File: src/rtl/cmp_edge_conditioner.sv
// Comparator output conditioner: synchronises, debounces and converts the
// comparator decision into registered rise/fall strobes and a saturating rise count.
module cmp_edge_conditioner #(
    parameter int unsigned SYNC_STAGES  = 2,
    parameter int unsigned DEBOUNCE_LEN = 8,
    parameter int unsigned CNT_W        = 6
) (
    input  logic             clk,
    input  logic             rst_n,
    input  logic             ena,
    input  logic             cmp_in,
    input  logic             clear,
    output logic             level_out,
    output logic             rise_pulse,
    output logic             fall_pulse,
    output logic [CNT_W-1:0] count,
    output logic             overflow
);

    localparam int unsigned      RUN_W    = $clog2(DEBOUNCE_LEN) + 1;
    localparam logic [RUN_W-1:0] RUN_LAST = RUN_W'(DEBOUNCE_LEN - 1);
    localparam logic [CNT_W-1:0] CNT_MAX  = '1;

    logic [SYNC_STAGES-1:0] sync_q, sync_d;
    logic [RUN_W-1:0]       run_q, run_d;
    logic                   level_q, level_d;
    logic                   rise_q, rise_d;
    logic                   fall_q, fall_d;
    logic [CNT_W-1:0]       count_q, count_d;
    logic                   ovf_q, ovf_d;
    logic                   cmp_sync;

    assign cmp_sync = sync_q[SYNC_STAGES-1];

    always_comb begin
        sync_d  = {sync_q[SYNC_STAGES-2:0], cmp_in};
        run_d   = run_q;
        level_d = level_q;
        rise_d  = 1'b0;
        fall_d  = 1'b0;
        count_d = count_q;
        ovf_d   = ovf_q;

        if (ena) begin
            if (cmp_sync == level_q) begin
                run_d = '0;
            end else if (run_q == RUN_LAST) begin
                level_d = cmp_sync;
                run_d   = '0;
                rise_d  = cmp_sync;
                fall_d  = ~cmp_sync;
            end else begin
                run_d = run_q + RUN_W'(1);
            end
        end

        // clear wins over a rise accepted in the same cycle; the strobe still fires
        if (clear) begin
            count_d = '0;
            ovf_d   = 1'b0;
        end else if (rise_d) begin
            if (count_q == CNT_MAX) begin
                ovf_d = 1'b1;
            end else begin
                count_d = count_q + CNT_W'(1);
            end
        end
    end

    always_ff @(posedge clk or negedge rst_n) begin
        if (!rst_n) begin
            sync_q  <= '0;
            run_q   <= '0;
            level_q <= 1'b0;
            rise_q  <= 1'b0;
            fall_q  <= 1'b0;
            count_q <= '0;
            ovf_q   <= 1'b0;
        end else begin
            sync_q  <= sync_d;
            run_q   <= run_d;
            level_q <= level_d;
            rise_q  <= rise_d;
            fall_q  <= fall_d;
            count_q <= count_d;
            ovf_q   <= ovf_d;
        end
    end

    assign level_out  = level_q;
    assign rise_pulse = rise_q;
    assign fall_pulse = fall_q;
    assign count      = count_q;
    assign overflow   = ovf_q;

endmodule

File: config.mk
export PLATFORM = sky130hd
export DESIGN_NAME = cmp_edge_conditioner
export DESIGN_NICKNAME = d
export VERILOG_FILES = /design/src/rtl/cmp_edge_conditioner.sv
export SDC_FILE = /design/constraint.sdc
export NUM_CORES = 1
export LEC_CHECK = 0
export CORE_MARGIN = 4
export CORE_UTILIZATION = 40
export CTS_BUF_LIST = sky130_fd_sc_hd__clkbuf_4 sky130_fd_sc_hd__clkbuf_8
export CTS_CLUSTER_SIZE = 28
export DETAILED_ROUTE_END_ITERATION = 10
export PLACE_DENSITY = 0.65
export SYNTH_ARGS = -nofsm -noshare
export SYNTH_HDL_FRONTEND = slang
export SYNTH_SLANG_ARGS = --single-unit
File: constraint.sdc
create_clock -name clk -period 1.8 [get_ports clk]
set_input_delay 0.18 -clock clk [delete_from_list [all_inputs] [get_ports clk]]
set_output_delay 0.18 -clock clk [all_outputs]
set_load 0.005 [all_outputs]
==> impl_table.tex, run 1 <==
\begin{tabular}{lr}
\hline
Metric & Value \\
\hline
\multicolumn{2}{l}{\textbf{Status}} \\
Run status & finished, final reports clean \\
\multicolumn{2}{l}{\textbf{Floorplan}} \\
Initial standard-cell utilization of the core & 0.433 \\
Vertical extent of the die & 51.7 µm \\
Die outline area & 0.00267 mm² \\
\# rows & 15 \\
Total core area & 0.00176 mm² \\
Horizontal extent of the die & 51.7 µm \\
Count of pins on the block boundary & 15 \\
\multicolumn{2}{l}{\textbf{Yosys}} \\
Synth area leader & dfrtp\_1 \\
Dominant cell by count in the synthesized netlist & dfrtp\_1 \\
Average size of a mapped cell & 10.6 µm² \\
Register bit total from synthesis & 16 \\
Area share of the largest cell type after synthesis & 0.524 \\
Fraction of synthesis flops using an asynchronous set or reset pin & 1.00 \\
Largest cells by area after synthesis & dfrtp\_1, o21ai\_0, nand2\_1 \\
Synthesized Nets & 79 \\
Distinct cell type count of the synthesized netlist & 27 \\
Syn Inst Count & 72 \\
Summed instance area of the synthesized netlist & 764 µm² \\
Leading post-synthesis cells by instance count & dfrtp\_1, nand2\_1, nor2\_1, o21ai\_0 \\
Fraction of the yosys area taken by sequential cells & 0.524 \\
Yosys synthesis warning count & 0 \\
Number of enable-type register cells in the synthesized netlist & 0 \\
Most used DFF post-synth & dfrtp\_1 \\
\multicolumn{2}{l}{\textbf{Drt}} \\
Drt initial violations & 6 \\
DR vias & 586 \\
Number of nets with antenna violations after routing & 0 \\
First-pass detailed-route iteration total & 4 \\
Routed len/inst & 11.9 µm \\
Number of remaining DRC errors & 0 \\
Wire length after detailed routing & 1390 µm \\
Mean number of vias per cell & 5.01 \\
\multicolumn{2}{l}{\textbf{Cells and area}} \\
Post-layout nets & 100 \\
Fraction of final layout cells with drive strength greater than 1 & 0.130 \\
Fillcell total & 180 \\
Final design instance area without fill & 987 µm² \\
Area Growth Syn to Fin & 29.1\% \\
Diodes inserted & 0 \\
Post-layout util & 0.560 \\
\multicolumn{2}{l}{\textbf{Timing}} \\
Fmax achieved & 628 MHz \\
Worst-case hold slack & 0.213 ns \\
Setup repair after global routing missed its margin & no \\
Final period utilization & 0.885 \\
Setup TNS after final layout & 0 ns \\
Slew HR & 0.804 \\
PnR worst setup slack & 0.207 ns \\
Worst-margin pin slew & 0.293 ns \\
Number of endpoints with negative hold slack in the final report & 0 \\
Shortest period the worst path allows & 1.59 ns \\
Final setup vio count & 0 \\
Final setup skew & 0.00331 ns \\
Final-report max-slew violation count & 0 \\
\multicolumn{2}{l}{\textbf{Min path}} \\
Hold Crit Class & input pin to async pin \\
\multicolumn{2}{l}{\textbf{Flow run}} \\
Number of maximum-capacitance violations & 0 \\
\multicolumn{2}{l}{\textbf{GRT}} \\
Largest net degree at the start of global routing & 17 \\
Global-route wire length before repair & 2470 µm \\
Total Routing Usage GR & 0.124 \\
Remaining global-route overflow & 0 \\
Initial antenna violation count & 0 \\
Number of global-route vias before repair & 583 \\
\multicolumn{2}{l}{\textbf{CTS}} \\
CTS tree & yes \\
Post-CTS clock slew at the launch and capture registers of the worst setup and hold paths & 0.09 ns \\
Clock buffer depth & 2 \\
Resize count post-CTS & 0 \\
Clock root buffer & clkbuf\_4 \\
Num Clock Sinks & 16 \\
Count of buffers added by post-CTS timing repair for setup & 0 \\
Skew-Pair Late Insertion Delay & 0.28 ns \\
H-tree depth reported by CTS & 1 \\
CTS Buf Count & 3 \\
Post-cts hold buffer count & 0 \\
\multicolumn{2}{l}{\textbf{Power and ir drop}} \\
Leak & 0.000438 µW \\
Peak supply drop & 723 µV \\
Power density over the cells & 843 mW/mm² \\
\multicolumn{2}{l}{\textbf{Setup path}} \\
Worst endpoint required time & 2.01 ns \\
Cell with the largest stage delay on the worst path & dfrtp\_1 \\
Nature of the critical path startpoint & flop \\
CP endpoint kind & flop \\
Cell-by-cell listing of the critical path & ha\_1 > and4b\_4 > o211ai\_4 > or3\_1 > a21oi\_1 \\
Worst Path Max Fanout & 6 \\
Critical path class & flop to flop \\
Arrival time reported for the critical path endpoint & 1.80 ns \\
Largest stage delay, worst path & 0.39 ns \\
\multicolumn{2}{l}{\textbf{Placement}} \\
Final weighted congestion of routability-driven global placement & 0.839 \\
Post-placement cell area & 951 µm² \\
Total of buffers placed on input and output ports & 14 \\
Setup WS pre-CTS & 0.0906 ns \\
Sum of net half-perimeters after detailed placement & 1080 µm \\
\hline
\end{tabular}
==> cells by family (layout without fill, tap and decap cells) <==
group / count (synthesis) / count (layout) / share of synthesized area
compound gates: 14 / 14 / 0.126
xor+xnor: 2 / 2 / 0.0229
fa+ha+maj: 2 / 2 / 0.0327
buf+inv: 4 / 24 / 0.0246
flops: 16 / 16 / 0.524
mux: 2 / 2 / 0.0262
simple gates: 32 / 32 / 0.244
==> metrics by stage <==
step	std cells	power [µW]
after floorplan	72	538
after global placement	113	600
after detailed placement	113	612
after CTS	117	847
after global routing	117	896
final	117	832
==> area by class of cell <==
cell class	instances	area (µm²)	share of cell area
Multi-Input combinational cell	52	345	0.350
Timing Repair Buffer	17	163	0.165
Clock buffer	4	36.3	0.0368
Sequential cell	16	400	0.406
Inverter	3	11.3	0.0114
Tap cell	25	31.3	0.0317
==> critical path, delay by kind of cell, from the launching register on <==
family                     cells  cell delay (ns)
DFF                            1             0.39
AOI/OAI and AO/OA              2             0.25
adders and majority gates      1             0.24
and+or+nand+nor                2             0.64
==> cell usage in the layout, fill, tap and decap left out <==
cell | synthesis | routed
a211oi_1 | 2 | 2
a21o_1 | 1 | 1
a21oi_1 | 3 | 3
and2b_2 | 1 | 1
and3_1 | 1 | 1
and4b_4 | 1 | 1
buf_4 | 1 | 3
clkbuf_4 | 0 | 3
clkbuf_8 | 0 | 1
clkdlybuf4s50_1 | 0 | 14
dfrtp_1 | 16 | 16
ha_1 | 2 | 2
inv_1 | 3 | 3
mux2i_1 | 2 | 2
nand2_1 | 7 | 7
nand2b_1 | 1 | 1
nand3_1 | 3 | 3
nand3_2 | 1 | 1
nand3b_1 | 1 | 1
nand4b_1 | 1 | 1
nor2_1 | 7 | 7
nor2b_1 | 2 | 2
nor3_1 | 1 | 1
nor3b_1 | 2 | 2
nor4_2 | 1 | 1
o211ai_1 | 1 | 1
o211ai_4 | 1 | 1
o21ai_0 | 6 | 6
or3_1 | 2 | 2
xor2_1 | 2 | 2
==> power breakdown <==
| part | total, µW | switching [µW] | internal [µW] |
|---|---|---|---|
| Clock | 229 | 106 | 123 |
| Sequential | 439 | 42.2 | 396 |
| Combinational | 164 | 78.1 | 85.9 |
==> flip-flops by register name, summed over array words and instances, names as in the netlist <==
| signal | cells |
|---|---|
| count | 6 |
| fall_pulse | 1 |
| level_out | 1 |
| overflow | 1 |
| rise_pulse | 1 |
| run_q | 4 |
| sync_q | 2 |
==> worst paths after layout <==
kind	startpoint	to	slack, ns	cells after the start
worst max register to register	run_q[0]$_DFFE_PN0P_	count[3]$_DFFE_PN0P_	0.21	5
min in group clk	cmp_in	sync_q[0]$_DFF_PN0_	0.33	1
worst max-delay path	run_q[0]$_DFFE_PN0P_	count[3]$_DFFE_PN0P_	0.21	5
worst min-delay path	rst_n	count[1]$_DFFE_PN0P_	0.21	2
max in group asynchronous	rst_n	run_q[2]$_DFFE_PN0P_	1.40	2
worst min register to register	sync_q[0]$_DFF_PN0_	sync_q[1]$_DFF_PN0_	0.36	0
==> routing by layer <==
layer / wire (µm) / track usage / vias up
met2: 636 / 0.203 / 13
met5: 0 / 0 / -
li1: - / - / 296
met1: 669 / 0.152 / 275
met4: 12 / 0.0131 / 0
met3: 74 / 0.0602 / 2
Power figures use the tool's default switching activity.
==> run 2, diff against run 1 <==
- clock period: 1.8 -> 2 ns (I/O delays scaled with it)
==> impl_table.tex, run 2 (synthesized netlist as in run 1, its figures left out) <==
\begin{tabular}{lr}
\hline
Metric & Value \\
\hline
\multicolumn{2}{l}{\textbf{Setup path}} \\
Register-to-register setup slack & 0.41 ns \\
Arrival time reported for the critical path endpoint & 1.80 ns \\
Worst r2r path cells & 5 \\
Critical path class & flop to flop \\
Worst endpoint required time & 2.21 ns \\
Nature of the critical path startpoint & flop \\
Worst Path Max Fanout & 6 \\
CP endpoint kind & flop \\
\multicolumn{2}{l}{\textbf{Timing}} \\
Final setup skew & 0.000497 ns \\
Setup TNS after final layout & 0 ns \\
Worst-margin pin slew & 0.702 ns \\
Number of endpoints with negative hold slack in the final report & 0 \\
Fmax achieved & 628 MHz \\
Worst-case hold slack & 0.333 ns \\
Final setup vio count & 0 \\
Slew HR & 0.531 \\
Final period utilization & 0.797 \\
Setup repair after global routing missed its margin & no \\
Shortest period the worst path allows & 1.59 ns \\
Final-report max-slew violation count & 0 \\
\multicolumn{2}{l}{\textbf{CTS}} \\
Skew-Pair Late Insertion Delay & 0.28 ns \\
Post-cts hold buffer count & 0 \\
H-tree depth reported by CTS & 1 \\
Resize count post-CTS & 0 \\
CTS Buf Count & 3 \\
Clock buffer depth & 2 \\
Count of buffers added by post-CTS timing repair for setup & 0 \\
Clock root buffer & clkbuf\_4 \\
Num Clock Sinks & 16 \\
Post-CTS clock slew at the launch and capture registers of the worst setup and hold paths & 0.09 ns \\
CTS tree & yes \\
\multicolumn{2}{l}{\textbf{Placement}} \\
Final weighted congestion of routability-driven global placement & 0.800 \\
Total of buffers placed on input and output ports & 14 \\
Sum of net half-perimeters after detailed placement & 1040 µm \\
\multicolumn{2}{l}{\textbf{GRT}} \\
Global-route wire length before repair & 2440 µm \\
Global routing usage on met1 & 0.163 \\
Remaining global-route overflow & 0 \\
Met3 track demand over resource in global routing & 0.0258 \\
Initial antenna violation count & 0 \\
Largest net degree at the start of global routing & 17 \\
Top Usage Layer GRT & met2 \\
Number of global-route vias before repair & 559 \\
Total Routing Usage GR & 0.123 \\
GR met2 Demand/Resource & 0.186 \\
\multicolumn{2}{l}{\textbf{Cells and area}} \\
Fraction of final layout cells with drive strength greater than 1 & 0.111 \\
Most common library cell in the layout ignoring fill and taps & dfrtp\_1 \\
Area Growth Syn to Fin & 27.2\% \\
Diodes inserted & 0 \\
Largest register FFs & 6 \\
Most used cells in the layout excluding fill and tap cells & dfrtp\_1, clkdlybuf4s50\_1, nor2\_1, nand2\_1, o21ai\_0 \\
Post-layout nets & 98 \\
\multicolumn{2}{l}{\textbf{Floorplan}} \\
Count of pins on the block boundary & 15 \\
Horizontal extent of the die & 51.7 µm \\
Total core area & 0.00176 mm² \\
Initial standard-cell utilization of the core & 0.433 \\
Vertical extent of the die & 51.7 µm \\
Die outline area & 0.00267 mm² \\
\# rows & 15 \\
\multicolumn{2}{l}{\textbf{Status}} \\
Run status & finished, final reports clean \\
\multicolumn{2}{l}{\textbf{Power and ir drop}} \\
Leak & 0.000429 µW \\
Power density over the cells & 771 mW/mm² \\
Peak supply drop & 319 µV \\
\multicolumn{2}{l}{\textbf{Drt}} \\
First-pass detailed-route iteration total & 4 \\
Number of remaining DRC errors & 0 \\
Drt initial violations & 3 \\
Routed len/inst & 11.9 µm \\
Wire length after detailed routing & 1370 µm \\
Number of nets with antenna violations after routing & 0 \\
DR vias & 576 \\
Mean number of vias per cell & 5.01 \\
\multicolumn{2}{l}{\textbf{Min path}} \\
Hold Crit Class & input pin to async pin \\
\multicolumn{2}{l}{\textbf{Flow run}} \\
Number of maximum-capacitance violations & 0 \\
\hline
\end{tabular}
run 2: changes by cell type in the layout (fill, tap and decap cells not counted):
cell	previous run	this run
buf_4	3	1
run 2: routing by layer:
layer	part of all wire	routed length, µm	vias up
li1	-	-	288
met1	0.48	657	274
met2	0.46	622	10
met3	0.038	52	4
met4	0.025	34	0
met5	0	0	-
run 2: layout make-up:
cell class                      instances  area, µm²
Sequential cell                        16        400
Clock buffer                            4       36.3
Inverter                                3       11.3
Tap cell                               25       31.3
Multi-Input combinational cell         52        345
Timing Repair Buffer                   15        148
Fill cell                             180        792
run 2: path summary, 6_finish.rpt:
kind / start / to
max in group asynchronous: rst_n / sync_q[1]$_DFF_PN0_
min in group clk: cmp_in / sync_q[0]$_DFF_PN0_
worst min register to register: sync_q[0]$_DFF_PN0_ / sync_q[1]$_DFF_PN0_
worst max register to register: run_q[1]$_DFFE_PN0P_ / count[3]$_DFFE_PN0P_
worst min-delay path: rst_n / count[4]$_DFFE_PN0P_
worst max-delay path: run_q[1]$_DFFE_PN0P_ / count[3]$_DFFE_PN0P_
run 2: worst max-delay path, stage by stage (launching register included):
cell	delay (ns)
dfrtp_1	0.39
ha_1	0.24
and4b_4	0.28
o211ai_4	0.11
or3_1	0.35
a21oi_1	0.15
run 2: metrics by stage:
stage               power, µW  setup WS (ns)  std cells  area [µm²]   util
floorplan                 484          0.525         72         764      -
global placement          539          0.358        111         936  0.530
detailed placement        545          0.339        111         936  0.530
CTS                       763          0.412        115         972  0.551
global route              801          0.158        115         972  0.551
finish                    750          0.406        115         972  0.551
run 2: power breakdown:
| group | switching, µW | total (µW) | internal [µW] |
|---|---|---|---|
| clock | 101 | 211 | 111 |
| sequential | 39.3 | 396 | 357 |
| combinational | 67.6 | 142 | 74.8 |
==> run 3, diff against run 2 <==
- clock period: 2 -> 1.6 ns (I/O delays scaled with it)
==> impl_table.tex, run 3 (synthesized netlist as in run 1, its figures left out) <==
\begin{tabular}{lr}
\hline
Metric & Value \\
\hline
\multicolumn{2}{l}{\textbf{GRT}} \\
Initial antenna violation count & 0 \\
Remaining global-route overflow & 0 \\
Global-route wire length before repair & 2460 µm \\
Number of global-route vias before repair & 545 \\
Largest net degree at the start of global routing & 17 \\
Total Routing Usage GR & 0.123 \\
\multicolumn{2}{l}{\textbf{Setup path}} \\
Cell-by-cell listing of the critical path & ha\_4 > and4b\_4 > o211ai\_4 > or3\_4 > a21oi\_2 \\
CP endpoint kind & flop \\
Worst reg2reg endpoint & count[3]\$\_DFFE\_PN0P\_ \\
Last element of the critical path & count[3]\$\_DFFE\_PN0P\_ \\
Arrival time reported for the critical path endpoint & 1.77 ns \\
Crit. Startpoint & run\_q[0]\$\_DFFE\_PN0P\_ \\
Cell with the largest stage delay on the worst path & dfrtp\_1 \\
Worst r2r path cells & 5 \\
Critical path class & flop to flop \\
Worst Path Max Fanout & 5 \\
Crit Reg-Reg Startpoint & run\_q[0]\$\_DFFE\_PN0P\_ \\
Critical path depth in cells & 5 \\
Nature of the critical path startpoint & flop \\
CP bufs+invs & 0 \\
Kind of cell with the highest combined delay on the critical path & simple AND/OR/NAND/NOR gates \\
Worst endpoint required time & 1.82 ns \\
Register-to-register setup slack & 0.05 ns \\
Largest stage delay, worst path & 0.43 ns \\
\multicolumn{2}{l}{\textbf{Floorplan}} \\
Total core area & 0.00176 mm² \\
Die outline area & 0.00267 mm² \\
\# rows & 15 \\
Initial standard-cell utilization of the core & 0.433 \\
Count of pins on the block boundary & 15 \\
Vertical extent of the die & 51.7 µm \\
Horizontal extent of the die & 51.7 µm \\
\multicolumn{2}{l}{\textbf{Cells and area}} \\
Final design instance area without fill & 0.00104 mm² \\
Diodes inserted & 0 \\
Area Growth Syn to Fin & 35.8\% \\
Fraction of final layout cells with drive strength greater than 1 & 0.198 \\
Largest register FFs & 6 \\
Cell Count, Final, Fillers Out & 121 \\
Most used cells in the layout excluding fill and tap cells & dfrtp\_1, clkdlybuf4s50\_1, nor2\_1, nand2\_1, buf\_4 \\
Post-layout nets & 104 \\
Most common library cell in the layout ignoring fill and taps & dfrtp\_1 \\
\multicolumn{2}{l}{\textbf{Power and ir drop}} \\
Final Total Pwr & 973 µW \\
Peak supply drop & 699 µV \\
Leak & 0.000459 µW \\
Power density over the cells & 937 mW/mm² \\
\multicolumn{2}{l}{\textbf{CTS}} \\
Post-CTS clock slew at the launch and capture registers of the worst setup and hold paths & 0.11 ns \\
H-tree depth reported by CTS & 1 \\
Skew-Pair Late Insertion Delay & 0.29 ns \\
CTS tree & yes \\
Num Clock Sinks & 16 \\
Clock root buffer & clkbuf\_4 \\
CTS Buf Count & 3 \\
Clock buffer depth & 2 \\
\multicolumn{2}{l}{\textbf{Drt}} \\
First-pass detailed-route iteration total & 6 \\
Drt initial violations & 14 \\
Number of nets with antenna violations after routing & 0 \\
Number of remaining DRC errors & 0 \\
DR vias & 609 \\
Wire length after detailed routing & 1530 µm \\
Mean number of vias per cell & 5.03 \\
Routed len/inst & 12.6 µm \\
\multicolumn{2}{l}{\textbf{Timing}} \\
Final setup vio count & 0 \\
Worst-margin pin slew & 0.272 ns \\
Final-report max-slew violation count & 0 \\
Slew HR & 0.817 \\
Shortest period the worst path allows & 1.55 ns \\
Final setup skew & 0.00446 ns \\
Fmax achieved & 646 MHz \\
Number of endpoints with negative hold slack in the final report & 0 \\
Setup TNS after final layout & 0 ns \\
Final period utilization & 0.968 \\
\multicolumn{2}{l}{\textbf{Placement}} \\
Final weighted congestion of routability-driven global placement & 0.838 \\
Post-placement cell area & 973 µm² \\
Total of buffers placed on input and output ports & 14 \\
Placed Cells & 116 \\
Sum of net half-perimeters after detailed placement & 1060 µm \\
\multicolumn{2}{l}{\textbf{Flow run}} \\
Number of maximum-capacitance violations & 0 \\
\multicolumn{2}{l}{\textbf{Status}} \\
Run status & finished, final reports clean \\
\multicolumn{2}{l}{\textbf{Min path}} \\
Hold Crit Class & input pin to async pin \\
\hline
\end{tabular}
-- run 3: cell count changes in the layout (fill, tap and decap cells not counted), sizes merged --
cell / previous run / this run
buf: 1 / 7
-- run 3: stage by stage --
step | setup WS [ns] | util | hold WS, ns
final | 0.0511 | 0.589 | 0.176
after floorplan | 0.125 | - | -0.136
after global placement | 0.0373 | 0.552 | 0.334
after detailed placement | -0.000720 | 0.552 | 0.339
after global routing | -0.0112 | 0.589 | 0.200
after CTS | 0.0397 | 0.572 | 0.184
-- run 3: worst min path at each step --
stage | endpoint | slack, ns | cells after the start
floorplan | count[0]$_DFFE_PN0P_ | -0.14 | 0
global placement | sync_q[1]$_DFF_PN0_ | 0.33 | 0
detailed placement | sync_q[1]$_DFF_PN0_ | 0.34 | 0
CTS | count[5]$_DFFE_PN0P_ | 0.18 | 2
global route | overflow$_DFFE_PN0P_ | 0.20 | 2
finish | overflow$_DFFE_PN0P_ | 0.18 | 2
-- run 3: routing by layer --
metal | GRT usage | vias up | part of all wire
li1 | - | 304 | -
met1 | 0.174 | 291 | 0.48
met2 | 0.182 | 12 | 0.48
met3 | 0.0172 | 2 | 0.033
met4 | 0.0655 | 0 | 0.0092
met5 | 0 | - | 0
-- run 3: report_power, final --
| part | internal [µW] | switching (µW) | leakage (µW) |
|---|---|---|---|
| logic | 105 | 88.5 | 0.000222 |
| registers | 446 | 55.1 | 0.000216 |
| clock network | 138 | 141 | 0.0000210 |
-- run 3: timing repair --
item	in CTS	in global routing
endpoints found under the setup margin	0	6
setup buffers	0	1
hold buffers	0	0
gates resized for setup	0	5
-- run 3: final cells by class --
type,count,area [µm²]
clock buffers,4,36.3
fillers,165,726
inverters,3,11.3
multi-input cells,52,367
flip-flops and latches,16,400
well taps,25,31.3
repair buffers,21,193
==> variant: new RTL, config.mk and constraints of run 2 <==
Change the parameter `SYNC_STAGES` from 2 to 4.
--- a/src/rtl/cmp_edge_conditioner.sv
+++ b/src/rtl/cmp_edge_conditioner.sv
@@ -2,5 +2,5 @@
 // comparator decision into registered rise/fall strobes and a saturating rise count.
 module cmp_edge_conditioner #(
-    parameter int unsigned SYNC_STAGES  = 2,
+    parameter int unsigned SYNC_STAGES  = 4,
     parameter int unsigned DEBOUNCE_LEN = 8,
     parameter int unsigned CNT_W        = 6
Function: same outputs for any inputs over 10 cycles, from zero or initial values and one cycle with rst_n low; that may be too few to reach the edited logic, so the function may still have changed.
==> variant against run 2 <==
Sequential cell count rose by 2; largest cell class unchanged; design area increased by 6.2%; area after synthesis grew 2.9%; final cell count unchanged; setup slack worse by 210 ps; via count fell by 1.6%; clock skew grew 1.9 ps; routed wire length rose by 3.8%; power is 8.5% higher.
==> variant: results (changes against run 2) <==
synthesis:
  ys_seq_area_share_pct: 57.2  # was 52.4%
  synth_common_cells: "dfrtp_1 (18), o21ai_0 (6)"  # was dfrtp_1 (16), nand2_1 (7), nor2_1 (7)
  yosysUniqueCellTypes: 25  # was 27
  yosys-top-cells-area: "dfrtp_1 (57%), o21ai_0 (3.8%), ha_1 (3.2%)"  # was dfrtp_1 (52%), o21ai_0 (3.9%), nand2_1 (3.4%)
  syn-num-nets: 74  # was 79
  synth-async-reset-ratio_pct: 100  # unchanged
  synthCells: 67  # was 72
  ys_warn_count: 0  # unchanged
placed_design:
  post-place-ws_ps: 120  # was 339 ps
  dpl.hpwl_um: 984  # was 1.04 mm
  gp_congestion: 0.691  # was 0.800
  dp_cells: 111  # unchanged
global_routing:
  grt_util_all_layers_pct: 13.0  # was 12.3%
  grt_max_degree: 19  # was 17
  grt_pass1_wl_mm: 2.52  # was 2.44 mm
final_layout:
  drive_above_1_share_pct: 13.3  # was 11.1%
  fillers: 157  # was 180
  layout.area.seq_sq_um: 450  # was 400 sq um
drt:
  dr_total_vias: 567  # was 576
  met1Wirelength_um: 755  # was 657 um
  first_iter_violations: 5  # was 3
  wl_per_cell_um: 12.3  # was 11.9 um
  wl_met2_um: 578  # was 622 um
  route.met3.wl_um: 40  # was 52 um
  wirelength_mm: 1.42  # was 1.37 mm
sta:
  relSlewSlack_pct: 80.1  # was 53.1%
  fin_skew_ps: 2.43  # was 0.497 ps
cts:
  clock_latency_ps: 300  # was 280 ps
  cts_resized: 0  # unchanged
min_path:
  hold_class: "in2async"  # unchanged
setup_path:
  arrival_ps: 2030  # was 1800 ps
  cp_max_fo: 4  # was 6
pwr:
  p_leak_nw: 0.480  # was 0.429 nW
  peakVddDrop_mv: 0.449  # was 0.319 mV
status:
  status: "finished, final reports clean"  # unchanged
-- variant: cell types whose count changed after synthesis, moves of 2 or more --
cell	before	now
nor2b_1	2	0
nor2_1	7	4
dfrtp_1	16	18
a211oi_1	2	0
and3_1	1	3
nand2_1	7	3
-- variant: final timing paths --
| kind | start | to | slack [ps] |
|---|---|---|---|
| setup / recovery | run_q[0]$_DFFE_PN0P_ | count[5]$_DFFE_PN0P_ | 200 |
| hold / removal | rst_n | count[1]$_DFFE_PN0P_ | 210 |
| setup reg to reg | run_q[0]$_DFFE_PN0P_ | count[5]$_DFFE_PN0P_ | 200 |
| hold reg to reg | sync_q[2]$_DFF_PN0_ | sync_q[3]$_DFF_PN0_ | 360 |
| max in group asynchronous | rst_n | run_q[1]$_DFFE_PN0P_ | 1600 |
| min in group clk | cmp_in | sync_q[0]$_DFF_PN0_ | 330 |
-- variant: power breakdown --
part           switching, W  internal (W)
sequential        0.0000433      0.000403
clock              0.000115      0.000111
combinational     0.0000664     0.0000740
-- variant: cell families after synthesis --
group           Yosys count  share of synthesized area (%)
compound gates           15                           12.9
xor+xnor                  2                           2.23
fa+ha+maj                 2                           3.18
buf+inv                   4                           1.91
flops                    18                           57.2
mux                       3                           3.97
simple gates             23                           18.6
-- variant: cell type report --
type	count	share of cell area (%)
Tap cell	25	3.03
Clock buffer	4	3.52
Inverter	4	1.45
Multi-Input combinational cell	45	31.2
Timing Repair Buffer	19	17.2
Sequential cell	18	43.6
-- variant: worst max-delay path, cell delays in order (launching register included) --
cell and delay, ps:
dfrtp_1 390, ha_1 270, nand4b_4 130, a311o_4 340, or4_1 460, a21oi_1 140
-- variant: metal layers --
metal	up-vias	global-route usage (%)
met4	0	8.94
met3	5	3.42
met1	264	16.8
met2	11	18.6
met5	-	0
li1	287	-
